--- src/rtl/scan_frame_tx.sv ---
// scan_frame_tx: framed serial scan-out of one selected debug channel.
// A frame is a sync header, then the snapshotted data word, then an optional
// parity bit. Holding en high streams frames back-to-back with no gap.
// Optional feature macro: SCAN_PARITY_EN appends an even-parity bit to each frame.
module scan_frame_tx #(
  parameter int                DATA_W   = 19,
  parameter int                N_CH     = 1,
  parameter int                SYNC_W   = 4,
  parameter logic [SYNC_W-1:0] SYNC_PAT = 4'b1011,
  localparam int               CH_W     = (N_CH > 1) ? $clog2(N_CH) : 1
) (
  input  logic                   clk,
  input  logic                   rst,
  input  logic                   en,
  input  logic [CH_W-1:0]        ch_sel,
  input  logic                   msb_first,
  input  logic [N_CH*DATA_W-1:0] scan_data,
  output logic                   scan_out,
  output logic                   scan_valid,
  output logic                   busy,
  output logic                   done
);

  localparam int MAXW  = (SYNC_W > DATA_W) ? SYNC_W : DATA_W;
  localparam int CNT_W = $clog2(MAXW + 1);

  typedef enum logic [1:0] {
    S_IDLE = 2'd0,
    S_SYNC = 2'd1,
    S_DATA = 2'd2
`ifdef SCAN_PARITY_EN
    ,S_PAR = 2'd3
`endif
  } state_t;

  state_t              state_q;
  logic                last_en_q;
  logic [CNT_W-1:0]    cnt_q;
  logic [DATA_W-1:0]   shreg_q;
  logic [SYNC_W-1:0]   sync_q;
  logic                msb_q;
  logic                done_q;
`ifdef SCAN_PARITY_EN
  logic                par_q;
`endif

  logic [DATA_W-1:0]   snap_d;
  logic                start;
  logic                last_bit;
  logic                unused_ch;

  // ch_sel has no effect with a single channel; fold it so it is not dangling.
  assign unused_ch = ^ch_sel;

  // Channel mux; out-of-range selects fall back to channel 0.
  always_comb begin
    snap_d = scan_data[DATA_W-1:0];
    for (int c = 1; c < N_CH; c++)
      if (ch_sel == CH_W'(c)) snap_d = scan_data[c*DATA_W +: DATA_W];
  end

  assign start = en & ~last_en_q & (state_q == S_IDLE);

  // Last serial bit of the frame: parity slot if present, else final data bit.
`ifdef SCAN_PARITY_EN
  assign last_bit = (state_q == S_PAR);
`else
  assign last_bit = (state_q == S_DATA) && (cnt_q == CNT_W'(DATA_W - 1));
`endif

  // Frame sequencer: snapshot on start or continuous restart, then walk header/data.
  always_ff @(posedge clk or posedge rst) begin
    if (rst) begin
      state_q   <= S_IDLE;
      last_en_q <= 1'b0;
      cnt_q     <= '0;
      shreg_q   <= '0;
      sync_q    <= '0;
      msb_q     <= 1'b0;
      done_q    <= 1'b0;
`ifdef SCAN_PARITY_EN
      par_q     <= 1'b0;
`endif
    end else begin
      last_en_q <= en;
      done_q    <= last_bit;
      if (start || (last_bit && en)) begin
        state_q <= S_SYNC;
        cnt_q   <= '0;
        shreg_q <= snap_d;
        sync_q  <= SYNC_PAT;
        msb_q   <= msb_first;
`ifdef SCAN_PARITY_EN
        par_q   <= ^snap_d;
`endif
      end else begin
        case (state_q)
          S_SYNC: begin
            sync_q <= sync_q << 1;
            if (cnt_q == CNT_W'(SYNC_W - 1)) begin
              state_q <= S_DATA;
              cnt_q   <= '0;
            end else begin
              cnt_q <= cnt_q + CNT_W'(1);
            end
          end
          S_DATA: begin
            shreg_q <= msb_q ? (shreg_q << 1) : (shreg_q >> 1);
            if (cnt_q == CNT_W'(DATA_W - 1)) begin
`ifdef SCAN_PARITY_EN
              state_q <= S_PAR;
`else
              state_q <= S_IDLE;
`endif
              cnt_q <= '0;
            end else begin
              cnt_q <= cnt_q + CNT_W'(1);
            end
          end
`ifdef SCAN_PARITY_EN
          S_PAR: state_q <= S_IDLE;
`endif
          default: ;
        endcase
      end
    end
  end

  // Serial bit decoded purely from registered state.
  always_comb begin
    scan_out = 1'b0;
    case (state_q)
      S_SYNC: scan_out = sync_q[SYNC_W-1];
      S_DATA: scan_out = msb_q ? shreg_q[DATA_W-1] : shreg_q[0];
`ifdef SCAN_PARITY_EN
      S_PAR:  scan_out = par_q;
`endif
      default: scan_out = 1'b0;
    endcase
  end

  assign scan_valid = (state_q != S_IDLE);
  assign busy       = (state_q != S_IDLE);
  assign done       = done_q;

endmodule
--- config.mk ---
export PLATFORM = sky130hd
export DESIGN_NAME = scan_frame_tx
export DESIGN_NICKNAME = d
export VERILOG_FILES = /design/src/rtl/scan_frame_tx.sv
export SDC_FILE = /design/constraint.sdc
export NUM_CORES = 1
export LEC_CHECK = 0
export ABC_CLOCK_PERIOD_IN_PS = 1800
export BUFFER_PORTS_ARGS = -buffer_cell sky130_fd_sc_hd__clkbuf_2
export CAP_MARGIN = 20
export CORE_ASPECT_RATIO = 0.75
export CORE_MARGIN = 1.5
export CORE_UTILIZATION = 51
export DETAILED_ROUTE_END_ITERATION = 6
export GPL_TIMING_DRIVEN = 0
export HOLD_SLACK_MARGIN = 0.06
export PLACE_DENSITY_LB_ADDON = 0.1
export SYNTH_ARGS = -nofsm -noshare
export SYNTH_HDL_FRONTEND = slang
export SYNTH_SLANG_ARGS = --single-unit
--- constraint.sdc ---
create_clock -name clk -period 1.8 [get_ports clk]
set_clock_uncertainty 0.1 [all_clocks]
set_input_delay 0.18 -clock clk [delete_from_list [all_inputs] [get_ports clk]]
set_output_delay 0.18 -clock clk [all_outputs]
set_load 0.01 [all_outputs]
==> summary.md, run 1 <==
| Metric | Value |
|---|---|
| Max_cap viols | `0` |
| Unique masters post-synth | `40` |
| Outcome | `completed` |
| Final cell count without fillers | `290` |
| Die W | `73.5 µm` |
| Sw frac | `0.190` |
| Register area share after synthesis | `0.434` |
| All-Layer GR Usage | `0.227` |
| Avg Synthesized Cell Area | `10.2 µm²` |
| CTS Root Cell | `clkbuf_8` |
| Initial antenna violation count | `0` |
| Setup crit end | `shreg_q[6]` |
| Largest net degree at the start of global routing | `19` |
| Net Switching | `0.287 mW` |
| Startpoint type of the worst setup path | `register` |
| Number of flops mapped to enable cells by yosys | `0` |
| Cell area after layout | `2580 µm²` |
| Placer Congestion | `0.844` |
| Vias | `1595` |
| Flop pwr share | `0.491` |
| Die area | `4110 µm²` |
| Hold Path Cell Cnt | `3` |
| GRT Residual Overflow | `0` |
| Initial DRC Count | `139` |
| GR Layer Usage met1 | `0.316` |
| Crit-path slowest cell | `dfrtp_1` |
| IO Count | `28` |
| Maximum VDD drop | `~460 µV` |
| Crit path DAT | `1.84 ns` |
| Post-Syn Area | `1900 µm²` |
| R2R Setup Slk | `0.006 ns` |
| Yosys warns | `0` |
| Drt pass-1 iters | `4` |
| CTS tree | `done` |
| P per Cell Area | `slightly below 600 nW/µm²` |
| Clock Pin Slew Worst Setup and Hold Paths | `0.07 ns` |
| # diodes | `0` |
| Clk Latency, worst-skew pair | `between 0.2 and 0.3 ns` |
| Slowest stage delay, CP | `0.44 ns` |
| Initial core utilization | `0.527` |
| Ordered cell list for the critical path | `inv_2 > ha_1 > nand3b_1 > buf_4 > clkbuf_4 > nand3_1 > o221ai_1` |
| Comb power frac | `0.043` |
| Placement Cell Area | `approximately 2100 µm²` |
| Clock Power Share | `0.466` |
| Min Tclk post-route | `between 1.5 and 2 ns` |
| Fmax | `0.557 GHz` |
| Die Y | `55.9 µm` |
| Inst Count DP | `roughly 270` |
| Syn nets | `216` |
| Layout cells sized above 1 | `0.408` |
| Clk buf depth | `2` |
| Final Setup Violations | `0` |
| Slew margin rel. | `0.517` |
| Hold Slack | `0.0769 ns` |
| Antenna-violating nets left | `0` |
| CP Capture Type | `register` |
| Total Wirelength | `4490 µm` |
| DRC errors left | `0` |
| Synthesis-to-finish area growth | `35.8%` |
| Num CTS Buffers | `5` |
| Worst hold path type | `in -> reg` |
| Placeable Area | `3610 µm²` |
| First-pass GRT wire length | `7000 µm` |
| Post-synthesis register bit count | `33` |
| Register-to-Register Path Depth | `7` |
| Hpwl dp | `2940 µm` |
| CTS H-tree lvls | `2` |
| Via-to-Cell Ratio | `5.50` |
| Met3 Usage GRT | `0.0707` |
| Slew at the pin closest to its max-slew limit | `0.723 ns` |
| Final hold vios | `0` |
| Vias in the first global route | `1475` |
| Row count | `19` |
| Reg2reg start | `state_q[1]` |
| Met2 Use GR | `0.328` |
| FF-to-FF End | `shreg_q[6]` |
| TritonCTS Sinks | `33` |
| Leak | `1.10 nW` |
| I/O Buffers | `26` |
| Slew Limit Fails | `0` |
| Internal Power | `1.23 mW` |
| Total Nets Final | `around 270` |
| Critical-path maximum fanout | `10` |
| Primary FF master, synth | `dfrtp_1` |
| Cells after synthesis | `186` |
| Worst Setup SP | `state_q[1]` |
| Busiest grt layer | `met2` |
| Fin crit share | `0.997` |
| Crit Path Class | `reg -> reg` |
| Worst EP required | `between 1.5 and 2 ns` |
| Post-DR wirelength/cell | `15.5 µm` |
| Share of async-settable or async-resettable flops after synthesis | `1.00` |
| RSZ-0062 raised after global routing | `yes` |
-- layout make-up --
class                           instances  area [µm²]
Timing Repair Buffer                   45         313
Inverter                               26         103
Tap cell                               52        65.1
Multi-Input combinational cell        114        1050
Sequential cell                        33         828
Clock inverter                          1        30.0
Fill cell                             289        1030
Buffer                                 12         108
Clock buffer                            7        86.3
-- timing repair --
| item | in CTS | in global routing |
|---|---|---|
| resized for setup | 18 | 35 |
| setup endpoints to repair | 27 | 26 |
| endpoints found under the hold margin | 19 | 0 |
| cloned | 0 | 1 |
| pin swaps | 3 | 3 |
| hold buffers | 5 | 0 |
| setup buffers | 3 | 9 |
-- power by group through the flow --
| stage | sequential (mW) | clock [mW] | combinational (mW) |
|---|---|---|---|
| floorplan | 0.757 | 0 | 0.0185 |
| global route | 0.742 | 0.773 | 0.0730 |
| detailed placement | 0.757 | 0 | 0.0559 |
| finish | 0.743 | 0.705 | 0.0655 |
| CTS | 0.743 | 0.731 | 0.0646 |
| global placement | 0.757 | 0 | 0.0465 |
-- critical path: cells and delay by family, from the launching register on --
| family | cells | cell delay, ns |
|---|---|---|
| compound gates | 1 | 0.11 |
| buf+inv | 3 | 0.54 |
| simple gates | 2 | 0.25 |
| flops | 1 | 0.44 |
| fa+ha+maj | 1 | 0.21 |
-- placed cells by master, fill, tap and decap left out, types with 3 or more instances in the layout --
cell | Yosys | layout
clkbuf_2 | 0 | 26
nand2_1 | 6 | 6
buf_6 | 0 | 8
mux2_2 | 4 | 4
dlygate4sd3_1 | 0 | 5
nor2_1 | 5 | 4
o221ai_2 | 0 | 10
clkbuf_8 | 0 | 6
inv_1 | 25 | 22
o221ai_1 | 17 | 7
dfrtp_1 | 33 | 31
mux2i_1 | 20 | 20
nand4_1 | 3 | 3
inv_2 | 0 | 3
buf_4 | 2 | 13
nand3_1 | 21 | 21
o21ai_0 | 3 | 3
ha_4 | 0 | 3
-- kinds of logic (layout without fill, tap and decap cells) --
family / Yosys count / after routing / synth area share
AND/OR/NAND/NOR: 47 / 47 / 0.137
adder cells (fa/ha/maj): 6 / 6 / 0.0394
multiplexers: 25 / 25 / 0.137
flip-flops: 33 / 33 / 0.434
XOR/XNOR: 3 / 3 / 0.0138
AO/OA/AOI/OAI: 33 / 33 / 0.154
buffers and inverters: 39 / 91 / 0.0855
-- sequential cells by signal, summed over array words and instances (netlist names) --
signal,count
cnt_q,5
done,1
last_en_q,1
msb_q,1
shreg_q,19
state_q,2
sync_q,4
-- layer usage --
| metal | routed length, µm | vias to the layer above |
|---|---|---|
| li1 | - | 769 |
| met1 | 2100 | 776 |
| met2 | 2130 | 46 |
| met3 | 200 | 4 |
| met4 | 46 | 0 |
| met5 | 0 | - |
-- cells in the mapped netlist (2+ instances only) --
cell	number	area, µm²
dfrtp_1	33	826
inv_1	25	93.8
nand3_1	21	105
mux2i_1	20	200
o221ai_1	17	149
buf_2	7	35.0
ha_1	6	75.1
nand2_1	6	22.5
nor2_1	5	18.8
clkbuf_1	4	15.0
mux2_2	4	45.0
nand4_1	3	18.8
o21ai_0	3	15.0
a21oi_1	2	10.0
buf_4	2	15.0
nor2b_1	2	12.5
nor3_1	2	10.0
xor2_1	2	17.5
-- per-stage QoR --
step,worst slack [ns],TNS [ns],total power [mW],utilization
6_report,0.00560,0,1.51,0.715
5_1_grt,-0.0662,-0.657,1.59,0.715
4_1_cts,0.00468,0,1.54,0.654
3_5_place_dp,-0.331,-4.91,0.813,0.588
3_3_place_gp,-0.303,-4.03,0.803,0.581
2_1_floorplan,0.0125,0,0.775,-
-- worst min path at each step --
stage                             from          to  slack, ns
after floorplan                     en   last_en_q       0.11
after global placement              en   last_en_q       0.23
after detailed placement           rst  shreg_q[4]       0.21
after CTS                 scan_data[8]  shreg_q[8]       0.06
after global routing      scan_data[8]  shreg_q[8]       0.07
final                     scan_data[8]  shreg_q[8]       0.08
Note: power is estimated with default switching activity, not from simulation.
==> run 2, diff against run 1 <==
Settings changed: CORE_UTILIZATION 51 to 40, CTS_CLUSTER_SIZE set to 30.
==> run 2 against run 1 <==
Combinational power hardly changed. Register-to-register slack is essentially flat. Die area up 26%. Largest cell class unchanged. Sequential share of layout area up 0.88 points. Core utilization fell by 16 points. Clock power is 21% lower. Largest power group unchanged. Setup slack improved by 0.0021 ns. Flip-flop and latch count is the same. Maximum frequency rose by 0.12%. Final cell count increased by 1.0%.
==> summary.md, run 2 (same netlist as run 1, synthesis figures left out) <==
| Metric | Value |
|---|---|
| Outcome | `completed` |
| Vias in the first global route | `1590 (+7.8%)` |
| Fin crit share | `0.996 (-0.00118)` |
| Die W | `82.6 µm (+12%)` |
| Clk Latency, worst-skew pair | `0.28 ns (about the same)` |
| Crit Path Class | `reg -> reg` |
| WL met2 | `2120 µm (-0.56%)` |
| Commonest non-fill, non-tap cell in the layout | `dfrtp_1` |
| Critical-path maximum fanout | `5 (-5)` |
| Placer Congestion | `0.753 (-11%)` |
| Initial core utilization | `0.421 (-0.106)` |
| Initial DRC Count | `149 (+7.2%)` |
| Metal-1 WL | `2190 µm (+3.8%)` |
| Top Registers | `shreg_q x19, cnt_q x5, sync_q x4` |
| Die area | `5180 µm² (+26%)` |
| Layout cells sized above 1 | `0.373 (-0.0347)` |
| Min Tclk post-route | `1.79 ns (-0.00212 ns)` |
| CTS tree | `done` |
| DRC errors left | `0 (unchanged)` |
| Die Y | `62.7 µm (+12%)` |
| Final core occ | `0.555 (-0.160)` |
| Fillers | `416 (+44%)` |
| Worst EP required | `1.85 ns (about the same)` |
| Total Nets Final | `266 (-0.37%)` |
| Num CTS Buffers | `5 (unchanged)` |
| Most frequent cells in the layout | `33 x dfrtp_1, 26 x clkbuf_2, 24 x inv_1` |
| Vias | `1571 (-1.5%)` |
| Clock Pin Slew Worst Setup and Hold Paths | `0.06 ns (about the same)` |
| Final Setup Violations | `0 (unchanged)` |
| Via-to-Cell Ratio | `5.36 (-2.5%)` |
| Max FFs per register | `19 (unchanged)` |
| Cell area after layout | `2510 µm² (-3.0%)` |
| CTS H-tree lvls | `2 (unchanged)` |
| Final hold vios | `0 (unchanged)` |
| P per Cell Area | `545 nW/µm² (-7.0%)` |
| TritonCTS Sinks | `33 (unchanged)` |
| # diodes | `0 (unchanged)` |
| All-Layer GR Usage | `0.190 (-0.0369)` |
| Largest net degree at the start of global routing | `22 (+3)` |
| Worst hold path type | `in -> reg` |
| Placement Cell Area | `2130 µm² (+0.29%)` |
| Initial antenna violation count | `0 (unchanged)` |
| DR WL met3 | `190 µm (-5.0%)` |
| Row count | `21 (+2)` |
| Maximum VDD drop | `381 µV (-17%)` |
| Hpwl dp | `3060 µm (+4.1%)` |
| Total Wirelength | `4540 µm (+1.1%)` |
| First-pass GRT wire length | `7420 µm (+6.1%)` |
| CTS Root Cell | `clkbuf_8` |
| Slew Limit Fails | `0 (unchanged)` |
| Fmax | `0.558 GHz (+0.12%)` |
| Slew at the pin closest to its max-slew limit | `0.623 ns (-0.0996 ns)` |
| Leak | `1.08 nW (-2.3%)` |
| RSZ-0062 raised after global routing | `yes` |
| Post-DR wirelength/cell | `15.5 µm (about the same)` |
| Antenna-violating nets left | `0 (unchanged)` |
| IO Count | `28 (unchanged)` |
| Top routing layer used | `met4` |
| Max_cap viols | `0 (unchanged)` |
| Synthesis-to-finish area growth | `31.8%` |
| GRT Residual Overflow | `0 (unchanged)` |
| Placeable Area | `4520 µm² (+25%)` |
| Largest Register | `shreg_q` |
| Startpoint type of the worst setup path | `register` |
| I/O Buffers | `26 (unchanged)` |
| Crit path DAT | `1.84 ns (about the same)` |
| Drt pass-1 iters | `4 (unchanged)` |
| Slew margin rel. | `0.584 (+0.0665)` |
| Clk buf depth | `2 (unchanged)` |
| CP Capture Type | `register` |
run 2: stage by stage:
stage	setup slack (ns)	total power, mW	std cells	setup TNS, ns	hold slack (ns)
finish	0.00771	1.37	293	0	0.0786
global placement	-0.333	0.804	269	-4.43	0.233
detailed placement	-0.337	0.813	270	-4.89	0.170
floorplan	0.0125	0.775	186	0	0.111
global route	-0.0376	1.43	293	-0.361	0.0846
CTS	-0.000122	1.38	287	-0.000122	0.0711
run 2: worst max-delay path: stages (launching register included):
cell and delay (ns):
dfrtp_1 0.40, ha_2 0.24, or3b_2 0.50, a211oi_4 0.31, nor3_1 0.10
run 2: timing repair:
item / 4_1_cts / 5_1_grt
pin swaps: 2 / 3
gates resized for setup: 17 / 23
setup endpoints to repair: 27 / 28
endpoints found under the hold margin: 16 / 0
buffers inserted: 6 / 6
hold buffers: 5 / 0
run 2: path summary, 6_finish.rpt:
check	end	cells after the start	start	slack [ns]
setup / recovery	cnt_q[0]	4	cnt_q[1]	0.008
hold / removal	shreg_q[7]	3	scan_data[7]	0.08
setup reg to reg	cnt_q[0]	4	cnt_q[1]	0.008
hold reg to reg	sync_q[1]	2	sync_q[1]	0.40
max in group asynchronous	cnt_q[0]	4	rst	0.68
min in group asynchronous	shreg_q[5]	3	rst	0.41
run 2: layout make-up:
cell class	instances	area, µm²	share of cell area
multi-input combinational	114	1020	0.405
sequential	33	826	0.329
timing repair buffer	44	298	0.119
buffer	12	108	0.0429
inverter	26	103	0.0409
clock buffer	7	86.3	0.0344
tap	57	71.3	0.0284
run 2: metal layers:
layer,track usage,vias to the layer above
met2,0.295,39
met3,0.0569,5
met1,0.259,762
met4,0.0458,0
met5,0,-
li1,-,765
run 2: power breakdown:
part / total, mW / switching, mW / internal [mW]
logic: 0.0653 / 0.0320 / 0.0333
registers: 0.743 / 0.000520 / 0.743
clock network: 0.558 / 0.255 / 0.303
